==> src/rtl/tmp_pkg.sv <==
// tmp_pkg: shared temperature-sensor types and defaults (decimator FSM states, window/settle sizes)
package tmp_pkg;
    typedef enum logic [1:0] {IDLE, SETTLE, ACCUM} tmp_state_e;
    localparam int TMP_OSR_LOG2 = 8;
    localparam int TMP_SETTLE_N = 4;
endpackage

==> src/rtl/tmp_decim_acc.sv <==
// tmp_decim_acc: strobe and ones counters over a 2^OSR_LOG2 window with window-done pulse and result
module tmp_decim_acc
    import tmp_pkg::*;
#(
    parameter int OSR_LOG2 = TMP_OSR_LOG2,
    localparam int CW = OSR_LOG2 + 1
) (
    input  logic          clk,
    input  logic          reset,
    input  logic          clr,
    input  logic          stb,
    input  logic          bit_in,
    output logic          done,
    output logic [CW-1:0] result
);
    logic [OSR_LOG2-1:0] cnt;
    logic [CW-1:0]       ones;

    assign result = ones + CW'(bit_in);
    assign done   = stb && (cnt == '1);

    // count strobes and ones; both restart on the window's last strobe so windows abut
    always_ff @(posedge clk) begin
        if (!reset || clr) begin
            cnt  <= '0;
            ones <= '0;
        end else if (stb) begin
            cnt  <= cnt + 1'b1;
            ones <= done ? '0 : result;
        end
    end
endmodule

==> src/rtl/tmp_decim.sv <==
// tmp_decim: ones-count decimator with settle prefix and single-entry valid/ready output
// Define TMP_DECIM_DROPOLD_EN to keep the newest result on overrun (default keeps the oldest).
module tmp_decim
    import tmp_pkg::*;
#(
    parameter int OSR_LOG2 = TMP_OSR_LOG2,
    parameter int SETTLE_N = TMP_SETTLE_N,
    localparam int CW = OSR_LOG2 + 1
) (
    input  logic          clk,
    input  logic          reset,
    input  logic          enable,
    input  logic          bit_stb,
    input  logic          bit_in,
    input  logic          out_ready,
    output logic [CW-1:0] code,
    output logic          code_valid,
    output logic          overrun,
    output logic          busy
);
    localparam int SW = (SETTLE_N > 1) ? $clog2(SETTLE_N) : 1;

    tmp_state_e    state, nxt;
    logic [SW-1:0] scnt;
    logic          done;
    logic [CW-1:0] result;
    logic          xfer;

    assign xfer = code_valid && out_ready;
    assign busy = (state != IDLE);

    tmp_decim_acc #(.OSR_LOG2(OSR_LOG2)) u_acc (
        .clk    (clk),
        .reset  (reset),
        .clr    (state != ACCUM || !enable),
        .stb    (bit_stb && enable && state == ACCUM),
        .bit_in (bit_in),
        .done   (done),
        .result (result)
    );

    // state register
    always_ff @(posedge clk) begin
        if (!reset) state <= IDLE;
        else        state <= nxt;
    end

    // next state: enable low always aborts; settle ends on the SETTLE_N-th strobe
    always_comb begin
        nxt = state;
        case (state)
            IDLE:    if (enable) nxt = (SETTLE_N == 0) ? ACCUM : SETTLE;
            SETTLE:  nxt = !enable ? IDLE : (bit_stb && scnt == SW'(SETTLE_N - 1)) ? ACCUM : SETTLE;
            ACCUM:   if (!enable) nxt = IDLE;
            default: nxt = IDLE;
        endcase
    end

    // settle strobe counter, held at zero outside SETTLE
    always_ff @(posedge clk) begin
        if (!reset || state != SETTLE) scnt <= '0;
        else if (enable && bit_stb)    scnt <= scnt + 1'b1;
    end

    // output register: load on window done, release on handshake, flag lost results
    always_ff @(posedge clk) begin
        if (!reset) begin
            code       <= '0;
            code_valid <= 1'b0;
            overrun    <= 1'b0;
        end else if (done) begin
            if (!code_valid || xfer) begin
                code       <= result;
                code_valid <= 1'b1;
            end else begin
                overrun <= 1'b1;
`ifdef TMP_DECIM_DROPOLD_EN
                code    <= result;
`else
                code    <= code;
`endif
            end
        end else if (xfer) begin
            code_valid <= 1'b0;
        end
    end
endmodule

==> config.mk <==
export PLATFORM = sky130hd
export DESIGN_NAME = tmp_decim
export DESIGN_NICKNAME = d
export VERILOG_FILES = /design/src/rtl/tmp_pkg.sv /design/src/rtl/tmp_decim_acc.sv /design/src/rtl/tmp_decim.sv
export SDC_FILE = /design/constraint.sdc
export NUM_CORES = 1
export LEC_CHECK = 0
export ABC_AREA = 0
export CAP_MARGIN = 20
export CORE_MARGIN = 8
export CORE_UTILIZATION = 45
export DETAILED_ROUTE_END_ITERATION = 8
export PLACE_DENSITY_LB_ADDON = 0.25
export SKIP_LAST_GASP = 1
export SLEW_MARGIN = 20
export SYNTH_ARGS = -nofsm -noshare
export SYNTH_HDL_FRONTEND = slang
export SYNTH_SLANG_ARGS = --single-unit
==> constraint.sdc <==
create_clock -name clk -period 1.3 [get_ports clk]
set_input_delay 0.195 -clock clk [delete_from_list [all_inputs] [get_ports clk]]
set_output_delay 0.195 -clock clk [all_outputs]
set_load 0.05 [all_outputs]
Word level (Yosys, flattened, before mapping) --
Index checks and enable logic that the tools add are counted. W data, S select, Z words.
Cells by class: multiplexer cells 9, equal/unequal tests 9, reduce and logical (&&, ||, !) cells 19, bitwise gates (word level) 1, add/subtract/negate cells 3
Operators with widths (count):
- $add A9 B1 Y9 | 1
- $mux W9 | 1
- $add A8 B1 Y8 const B | 1
- $eq A8 B8 Y1 const B | 1
- $mux W2 | 4
- $ne A2 B2 Y1 const B | 4
- $reduce_and A2 Y1 | 4
- $pmux W2 S3 | 1
- $logic_and A1 B1 Y1 | 5
- $eq A2 B2 Y1 const B | 2
- $logic_or A1 B1 Y1 | 4
- $reduce_bool A2 Y1 | 2
- $logic_not A1 Y1 | 3
- $mux W1 | 3
- $add A2 B1 Y2 const B | 1
- $eq A2 B1 Y1 const B | 1
- $logic_not A2 Y1 | 1
- $ne A2 B1 Y1 const B | 1
- $not A1 Y1 | 1
Storage, ports and cells: word-level logic and storage cells 48, output and inout bits 12, bits in registers 32, input bits 6

Depth between registers and ports, before layout --
Gate-level depths: netlist of run 1.
depth in word-level cells 5, depth in mapped cells 6, mapped depth without buffers 6

Modules after synthesis --
Synthesis of run 1 repeated with hierarchy kept, for this count alone.
Unflattened totals: cell total of the unflattened synthesis 175, area, all modules 1542.7 um^2
Modules (own cells, without submodules):
- tmp_decim_acc | cells an instance 108, seq. area each 340.3 um^2, area an instance 923.4 um^2, instances 1
- tmp_decim | cells an instance 67, seq. area each 300.3 um^2, area an instance 619.3 um^2, instances 1

Least setup slack after synthesis of run 1 --
OpenSTA, ideal clock, no wires.
path type reg-to-reg, start point register code_valid, end point register code[7], library setup time 0.122 ns, path slack -0.224 ns, clock period less this slack 1.524 ns, stages on the path, launching flop included 5, arrival 1.402 ns, buffers on the path 0, required time 1.178 ns, cells stage by stage dfxtp_1 -> nand2b_1 -> and3_2 -> a21o_1 -> o311a_1
On the way: cells in the longest elaborated chain, start to end 3, elaborated cells on any way between the ends 4, classes of those cells reduce/logical (4)
Ends and longest elaborated chain:
- from (decl) | line tmp_decim.sv:17 | output logic code_valid,
- from (signal assigned) | line tmp_decim.sv:69 | code_valid <= 1'b0;
- from (signal assigned) | line tmp_decim.sv:74 | code_valid <= 1'b1;
- from (signal assigned) | line tmp_decim.sv:84 | code_valid <= 1'b0;
- $logic_not A1 Y1 or $logic_and A1 B1 Y1 (tied branches) | line tmp_decim.sv:72, tmp_decim.sv:29
- $logic_or A1 B1 Y1 (*) | line tmp_decim.sv:72 | if (!code_valid || xfer) begin
- $reduce_and A2 Y1 (no source line) (*)
- to (signal assigned) | line tmp_decim.sv:73 | code <= result;
- to (signal assigned) | line tmp_decim.sv:80 | code <= code;
- to (decl) | line tmp_decim.sv:16 | output logic [CW-1:0] code,
Every way passes the cells marked *; elsewhere a longest branch is shown, timed or not. A chain may end at the register's enable or synchronous reset.

Final worst setup path of run 1 --
start point register u_acc.ones[0], end point register code[8]
On the way: cells in the longest elaborated chain, start to end 1
Ends and longest elaborated chain:
- from (decl) | line tmp_decim_acc.sv:17 | logic [CW-1:0] ones;
- from (signal assigned) | line tmp_decim_acc.sv:29 | ones <= done ? '0 : result;
- $add A9 B1 Y9 | line tmp_decim_acc.sv:19 | assign result = ones + CW'(bit_in);
Every way passes these cells.

==> impl_metrics.yaml, run 1 <==
timing:
  setup_viol: 14
  fin_crit_sh_pct: 107
  max_clock_freq_ghz: 0.719
  rsz0062_at_grt: "yes"
  holdWs_ns: 0.474
  worstMarginPinSlew_ns: 0.281
  hold_violations: 0
  fin_crit_ns: 1.39
  final-max-slew-violation-count: 0
  fin_skew_ns: 0.0113
  setup_ws_ns: -0.0918
  relSlewSlack_pct: 81.2
synth:
  syn_avg_cell_area_sq_um: 8.83
  syn_nets: 184
  netlist_instances: 174
  ys_warn_count: 0
  ys_types: 42
  synth-seq-cells: 32
  seq_area_frac_synth_pct: 41.7
  syn-cell-area_sq_um: 1540
clocking:
  cts_tree: "built"
  clk_pin_slew_ns: 0.10
  cts_made_buffers: 5
  insertion_delay_ns: 0.33
  root_buffer: "clkbuf_4"
  clock-sinks: 32
  clock_path_buffers: 2
  htreeDepth: 2
placed_design:
  numPortBuffers: 17
  dp_hpwl_mm: 3.13
  place_ws_ns: -0.464
  place.gp.congestion: 0.853
global_routing:
  grt_pass1_wl_mm: 6.76
  grt_pass1_vias: 1514
  met3_usage_pct: 5.26
  grtUsageTotal_pct: 15.7
  grt_max_degree: 10
  grt_overflow: 0
  antenna_found_initial: 0
  grt_use_met1_pct: 16.2
  use_met2_pct: 29.1
  grt_busiest_layer: "met2"
worst_hold_path:
  worstHoldPathType: "reg -> reg"
  hold_start: "scnt[1]"
  hold_depth: 2
  whs_endpoint: "scnt[1]"
critical_path:
  crit_type: "reg -> reg"
  critPathMaxFanout: 5
  r2r_start: "u_acc.ones[0]"
  crit_start: "u_acc.ones[0]"
  cp.required_ns: 1.52
  reg2reg_depth: 6
  r2r_setup_slack_ns: -0.09
  cp-start-kind: "register"
  end_kind: "register"
  reg2reg_to: "code[8]"
  crit_arrival_ns: 1.61
routing:
  dr_total_vias: 1487
  wl_per_cell_um: 14.9
  drtIter0Drc: 102
  drt-pass1-iter-count: 4
  ant_nets: 0
  finalWirelength_mm: 4.04
  via_per_inst: 5.47
  drc: 0
pwr:
  power.leakage_uw: 0.000881
  power_density_nw_per_um2: 715
  ir_drop_mv: 0.673
finish:
  area_growth_pct: 49.7
  seqCellArea_sq_um: 656
  fin_nets: 235
  multi_input_area_sq_um: 968
  n_fill_cell: 275
  diodes: 0
  drive_above_1_share_pct: 42.0
floorplan:
  die_area_sq_um: 5540
  die_h_um: 74.4
  pin_count: 18
  placementRows: 21
  coreArea_sq_um: 3310
  fp.dieW_um: 74.4
  start_util_pct: 46.4
outcome:
  violations: "negative setup slack"
  outcome: "finished with violations"
job:
  cap_violations: 0
-- synthesized netlist by cell type (all sizes together) --
cell	number	share of area, %
a21boi	2	0.98
a311oi	2	1.1
nand2	14	3.4
dfxtp	32	42
and4b	1	0.65
nor2b	1	0.41
nor2	18	4.6
nand4	4	2.6
and4	2	1.3
ha	4	3.3
nand4b	1	0.98
nand2b	2	0.81
a211oi	3	1.5
o21ai	9	2.9
a21oi	20	7.5
nor3	3	0.98
or2	3	1.2
buf	5	2.2
a21o	2	0.98
nand3b	1	0.49
clkinv	1	0.24
clkbuf	2	0.57
xnor2	5	2.9
o311a	2	1.3
nand3	17	5.9
and3	4	1.7
xor2	9	5.1
a32o	2	1.3
and2	2	0.81
o21ba	1	0.65
-- registers in the layout, summed over array words and instances, names as in the netlist --
register    cells
code            9
u_acc.ones      9
u_acc.cnt       8
scnt            2
state           2
code_valid      1
overrun         1
-- worst max path at each step --
stage,slack [ns],to,cells past startpoint
global route,-0.13,code[8],6
global placement,-0.40,code[8],7
detailed placement,-0.46,code[6],7
CTS,-0.09,code[8],6
floorplan,-0.004,code[8],6
finish,-0.09,code[8],6
-- per-stage QoR --
stage	power (uW)	utilization, %	instances	instance area [sq um]	TNS [ns]
floorplan	1030	-	174	1600	-0.00351
global placement	1070	63.7	260	2110	-8.60
detailed placement	1070	63.7	260	2110	-9.47
global route	1710	69.5	272	2300	-1.69
finish	1640	69.5	272	2300	-0.402
CTS	1670	68.0	270	2250	-0.414
-- placed cells by master (no fill, tap or decap), types with 2 or more instances in the layout --
cell type | netlist | final
buf_4 | 1 | 30
a32o_1 | 2 | 2
a21o_1 | 2 | 2
o21ai_1 | 4 | 3
o21ai_0 | 5 | 3
nand4_1 | 3 | 3
and4_4 | 1 | 2
nor3_1 | 3 | 2
nor2_2 | 1 | 3
clkbuf_4 | 0 | 5
clkbuf_1 | 1 | 2
a311oi_1 | 2 | 2
nand3_1 | 16 | 14
clkdlybuf4s50_1 | 0 | 5
dfxtp_1 | 32 | 22
and3_4 | 0 | 2
a21oi_2 | 1 | 3
nand3_2 | 1 | 3
o21ai_2 | 0 | 3
nand2_1 | 14 | 12
xor2_1 | 9 | 9
buf_6 | 1 | 4
xnor2_1 | 5 | 5
a21oi_1 | 18 | 16
ha_4 | 0 | 3
buf_12 | 0 | 11
or2_4 | 0 | 3
a211oi_1 | 3 | 2
nand2b_1 | 2 | 2
dfxtp_2 | 0 | 9
nor2_1 | 17 | 15
o311a_1 | 2 | 2
-- final cells by class --
cell class              count  share of cell area (%)
clock buffers               8                    2.56
inverters                   1                   0.163
multi-input cells         134                    42.1
flip-flops and latches     32                    28.5
well taps                  46                    2.50
repair buffers             51                    24.2
-- kinds of logic after synthesis --
family                     synth area share, %
adders and majority gates                 3.26
buffers and inverters                     3.01
xor gates and xnor gates                  7.98
and+or+nand+nor                           25.8
AOI/OAI and AO/OA                         18.2
DFF                                       41.7
-- worst max-delay path, stage by stage, from the launching register on --
cell and delay [ns]:
dfxtp_2 0.35, ha_4 0.17, ha_4 0.17, nand3_2 0.07, nor2_2 0.04, xor2_1 0.17, o311a_1 0.30
-- per-layer routing --
metal	routed length, um	vias to the layer above
li1	-	729
met1	1620	714
met2	2160	38
met3	222	6
met4	44	0
met5	0	-
-- report_power, final --
part | internal (uW) | switching, uW
registers | 980 | 2.70
logic | 36.1 | 32.9
clock network | 267 | 327
-- timing repair --
item,CTS,global route
hold endpoints to repair,0,0
buffers inserted,2,2
hold buffers,0,0
endpoints found under the setup margin,24,26
pin swaps,5,4
gates resized for setup,25,14
(Power assumes the default switching activity.)
==> inputs of run 2 (changes only) <==
Settings changed: CTS_BUF_LIST set to sky130_fd_sc_hd__clkbuf_2.
==> run 2 against run 1 <==
The run still ends with negative setup slack left; clock skew increased by 0.0045 ns; flip-flop and latch count unchanged; sequential share of layout area down 1.5 points; core utilization grew 3.9 points; combinational power is 4.2% higher; maximum frequency shrank 3.7%; global-route usage is 0.80 points higher; final area rose by 5.7%; count of clock-buffer cells in the layout fell by 1; worst setup slack lost 0.054 ns; first-iteration DRC count up 62%; critical path depth is 1 lower; largest cell class unchanged; largest power group unchanged.
==> impl_metrics.yaml, run 2 (synthesized netlist as in run 1, its figures left out) <==
finish:
  mostFrequentLayoutCell: "buf_4"
  final_cell_mix: "28 x buf_4, 21 x dfxtp_1, 14 x nor2_1"
  diodes: 0
  n_fill_cell: 240
  area_growth_pct: 58.1
  drive_above_1_share_pct: 51.3
  fin_util_pct: 73.4
  reg_top3: "code (9), u_acc.ones (9), u_acc.cnt (8)"
  fin_nets: 237
pwr:
  fin_total_pwr_uw: 1540
  power_frac_comb_pct: 4.7
  clockPowerShare_pct: 31.3
  netSwitchingPower_uw: 374
  ir_drop_mv: 0.588
  power.internal_uw: 1160
  power_density_nw_per_um2: 632
  p_seq_share_pct: 64.0
  power.leakage_uw: 0.000926
  netSwitchingFraction_pct: 24.4
clocking:
  clk_pin_slew_ns: 0.17
  cts_made_buffers: 5
  clock_path_buffers: 2
  cts_tree: "built"
  insertion_delay_ns: 0.37
  clock-sinks: 32
  htreeDepth: 2
  root_buffer: "clkbuf_2"
critical_path:
  cp.required_ns: 1.62
  cp-start-kind: "register"
  end_kind: "register"
  path_cells: "ha_4 -> nand3_2 -> nor2_2 -> xor2_1 -> a32o_1"
  critPathMaxFanout: 6
  crit_start: "u_acc.ones[0]"
  crit_slowest_cell: "dfxtp_2"
  reg2reg_depth: 5
  r2r_start: "u_acc.ones[0]"
  reg2reg_to: "u_acc.ones[7]"
  crit_arrival_ns: 1.76
  r2r_setup_slack_ns: -0.15
  crit_type: "reg -> reg"
  worst_path_largest_cell_delay_ns: 0.38
timing:
  rsz0062_at_grt: "yes"
  fin_skew_ns: 0.0158
  setup_viol: 20
  final-max-slew-violation-count: 0
  worstMarginPinSlew_ns: 0.336
  relSlewSlack_pct: 77.5
  fin_crit_ns: 1.45
  tns_ns: -1.25
  setup_ws_ns: -0.146
  hold_violations: 0
  fin_crit_sh_pct: 111
  max_clock_freq_ghz: 0.692
floorplan:
  placementRows: 21
  coreArea_sq_um: 3310
  start_util_pct: 46.4
  die_area_sq_um: 5540
  fp.dieW_um: 74.4
  die_h_um: 74.4
  pin_count: 18
outcome:
  outcome: "finished with violations"
  violations: "negative setup slack"
routing:
  drt-pass1-iter-count: 4
  ant_nets: 0
  drtIter0Drc: 165
  wl_per_cell_um: 16.7
  dr_total_vias: 1563
  via_per_inst: 5.70
  finalWirelength_mm: 4.57
  drc: 0
worst_hold_path:
  worstHoldPathType: "reg -> reg"
  hold_start: "u_acc.ones[0]"
  whs_endpoint: "u_acc.ones[0]"
  hold_depth: 2
placed_design:
  numPortBuffers: 17
  place.gp.congestion: 0.853
  dp_hpwl_mm: 3.13
global_routing:
  antenna_found_initial: 0
  grt_pass1_vias: 1586
  grt_overflow: 0
  grt_max_degree: 10
  grtUsageTotal_pct: 16.6
  grt_pass1_wl_mm: 7.15
job:
  cap_violations: 0
## run 2: cell types whose count changed in the layout (fill, tap and decap cells not counted), moves of 3 or more
cell and change:
a21oi_1 -5, a21oi_2 +5, buf_6 +4, clkbuf_2 +7
clkbuf_4 -5, nand3_1 -4, nand3_2 +3
## run 2: power groups by stage
stage / clock network, uW / registers [uW] / logic [uW]
6_report: 481 / 984 / 71.8
5_1_grt: 535 / 985 / 76.5
4_1_cts: 495 / 984 / 69.1
3_5_place_dp: 0 / 1000 / 63.6
3_3_place_gp: 0 / 1000 / 62.2
2_1_floorplan: 0 / 1000 / 24.6
## run 2: stage by stage
stage	instance area, sq um	worst slack [ns]	instances	hold WS (ns)
6_report	2430	-0.146	274	0.485
5_1_grt	2430	-0.167	274	0.504
4_1_cts	2290	-0.116	271	0.485
3_5_place_dp	2110	-0.464	260	0.464
3_3_place_gp	2110	-0.398	260	0.446
2_1_floorplan	1600	-0.00351	174	0.315
## run 2: cell type report
| class | count | area, sq um | area share [%] |
|---|---|---|---|
| clock buffer | 7 | 35.0 | 1.44 |
| clock inverter | 1 | 3.75 | 0.154 |
| inverter | 1 | 3.75 | 0.154 |
| multi-input combinational | 134 | 1090 | 44.7 |
| sequential | 32 | 657 | 27.0 |
| tap | 46 | 57.6 | 2.37 |
| timing repair buffer | 53 | 586 | 24.1 |
## run 2: timing repair
action                     CTS  global route
hold buffers                 0             0
gates resized for setup     38            33
pin swaps                   12            22
buffers inserted             3             3
setup endpoints to repair   24            27
## run 2: worst max path at each step
stage and end:
6_report u_acc.ones[7], 5_1_grt overrun, 4_1_cts busy, 3_5_place_dp code[6], 3_3_place_gp code[8], 2_1_floorplan code[8]
## run 2: layer usage
layer	wire length, um	track usage (%)	vias to the layer above
li1	-	-	731
met1	1710	16.4	736
met2	2300	31.8	70
met3	351	4.85	26
met4	204	5.00	0
met5	0	0	-
## run 2: critical path, delay by kind of cell (launching register included)
kind            cells  cell delay (ns)
xor+xnor            1             0.26
compound gates      1             0.21
flops               1             0.38
simple gates        2             0.38
fa+ha+maj           1             0.15
==> inputs of run 3 (changes only) <==
Settings changed: PLACE_DENSITY set to 0.69, PLACE_DENSITY_LB_ADDON 0.25 to not set.
==> run 3 against run 2 <==
The flow still finishes with violations (negative setup slack); non-clock buffer count grew 9; clock skew down 0.0018 ns; via count shrank 1.8%; routed wire length down 4.4%; worst hold slack got worse by 0.0092 ns; first-iteration DRC count fell by 39%; die area did not move; combinational power increased by 3%; cell count up 3.3%; total power up 13%.
==> impl_metrics.yaml, run 3 (synthesized netlist as in run 1, its figures left out) <==
outcome:
  outcome: "finished with violations"
  violations: "negative setup slack"
pwr:
  netSwitchingFraction_pct: 21.9
  netSwitchingPower_uw: 379
  p_seq_share_pct: 56.9
  ir_drop_mv: 0.483
  fin_total_pwr_uw: 1730
  clockPowerShare_pct: 38.8
  power_density_nw_per_um2: 669
  power.internal_uw: 1350
  power_frac_comb_pct: 4.3
  power.leakage_uw: 0.000994
finish:
  final_cell_area_sq_um: 2580
  reg_top3: "code (9), u_acc.ones (9), u_acc.cnt (8)"
  layoutNonFillerInstCount: 283
  drive_above_1_share_pct: 54.4
  fin_nets: 246
  diodes: 0
  area_growth_pct: 68.2
  mostFrequentLayoutCell: "buf_4"
  final_cell_mix: "32 x buf_4, 22 x dfxtp_1, 13 x nor2_1"
floorplan:
  placementRows: 21
  start_util_pct: 46.4
  die_area_sq_um: 5540
  pin_count: 18
  coreArea_sq_um: 3310
  die_h_um: 74.4
  fp.dieW_um: 74.4
critical_path:
  cp-start-kind: "register"
  reg2reg_depth: 7
  critPathMaxFanout: 5
  end_kind: "register"
  reg2reg_to: "u_acc.ones[7]"
  cp.required_ns: 1.59
  crit_type: "reg -> reg"
  r2r_setup_slack_ns: -0.13
  r2r_start: "state[1]"
  crit_arrival_ns: 1.72
timing:
  fin_crit_ns: 1.43
  hold_violations: 0
  relSlewSlack_pct: 79.2
  setup_ws_ns: -0.128
  setup_viol: 20
  rsz0062_at_grt: "yes"
  final-max-slew-violation-count: 0
  max_clock_freq_ghz: 0.700
  fin_crit_sh_pct: 110
  worstMarginPinSlew_ns: 0.309
  fin_skew_ns: 0.0140
global_routing:
  antenna_found_initial: 0
  grt_overflow: 0
  grt_pass1_vias: 1603
  grt_pass1_wl_mm: 6.94
  grtUsageTotal_pct: 15.8
  grt_max_degree: 11
placed_design:
  dp.cells: 265
  numPortBuffers: 17
  dp_hpwl_mm: 3.01
  place_area_sq_um: 2150
  place.gp.congestion: 0.821
routing:
  drt-pass1-iter-count: 4
  ant_nets: 0
  drc: 0
  dr_total_vias: 1535
  drtIter0Drc: 100
  wl_per_cell_um: 15.4
  finalWirelength_mm: 4.37
  via_per_inst: 5.42
worst_hold_path:
  worstHoldPathType: "reg -> reg"
  hold_depth: 2
  whs_endpoint: "scnt[1]"
  hold_start: "scnt[1]"
clocking:
  clock-sinks: 32
  cts_made_buffers: 5
  clock_path_buffers: 2
  cts_tree: "built"
  root_buffer: "clkbuf_2"
  insertion_delay_ns: 0.37
  clk_pin_slew_ns: 0.17
  htreeDepth: 2
job:
  cap_violations: 0
[run 3: changes by cell type in the layout (fill, tap and decap cells not counted), moves of 2 or more]
cell,previous run,this run
a21oi_1,11,8
a21oi_2,8,11
buf_4,28,32
buf_6,8,11
nor2_2,2,4
[run 3: area by class of cell]
| class | instances | area, sq um |
|---|---|---|
| Tap cell | 46 | 57.6 |
| Clock inverter | 2 | 35.0 |
| Inverter | 1 | 3.75 |
| Sequential cell | 32 | 656 |
| Fill cell | 222 | 726 |
| Multi-Input combinational cell | 134 | 1110 |
| Timing Repair Buffer | 62 | 689 |
| Clock buffer | 6 | 30.0 |
[run 3: per-layer routing]
layer | up-vias | part of all wire, % | global-route usage (%)
met5 | - | 0 | 0
met1 | 744 | 42 | 16.3
met4 | 0 | 1.3 | 6.09
li1 | 746 | - | -
met2 | 37 | 52 | 28.7
met3 | 8 | 4.9 | 5.26
[run 3: how the worst max path moves through the flow]
stage | from | to | slack [ns] | cells past startpoint
after CTS | state[1] | busy | -0.12 | 3
after global placement | bit_in | code[8] | -0.40 | 7
final | state[1] | u_acc.ones[7] | -0.13 | 7
after floorplan | u_acc.ones[0] | code[8] | -0.004 | 6
after global routing | state[1] | u_acc.ones[7] | -0.19 | 7
after detailed placement | bit_in | code[8] | -0.44 | 7
[run 3: timing repair]
action | 4_1_cts | 5_1_grt
hold buffers | 0 | 0
cloned | 0 | 1
setup endpoints to repair | 24 | 28
pin swaps | 22 | 28
setup buffers | 6 | 5
resized for setup | 45 | 36
[run 3: power by group through the flow]
| stage | logic (uW) | registers [uW] | clock network (uW) |
|---|---|---|---|
| floorplan | 24.6 | 1000 | 0 |
| global placement | 61.3 | 1000 | 0 |
| detailed placement | 63.2 | 1000 | 0 |
| CTS | 67.9 | 984 | 674 |
| global route | 79.2 | 986 | 726 |
| finish | 73.6 | 985 | 671 |
[run 3: through the flow]
stage	setup TNS, ns	worst slack, ns	utilization [%]	hold WS, ns
4_1_cts	-0.789	-0.120	71.8	0.476
2_1_floorplan	-0.00351	-0.00351	-	0.315
6_report	-1.51	-0.128	78.1	0.476
3_3_place_gp	-8.40	-0.400	64.9	0.445
3_5_place_dp	-9.26	-0.444	64.9	0.457
5_1_grt	-3.16	-0.190	78.1	0.520
[run 3: worst max-delay path, stage by stage (launching register included)]
cell and delay [ns]:
dfxtp_2 0.39, buf_6 0.10, and4b_2 0.31, buf_4 0.14, buf_6 0.08, buf_6 0.09, nor2_2 0.04, a32o_1 0.20
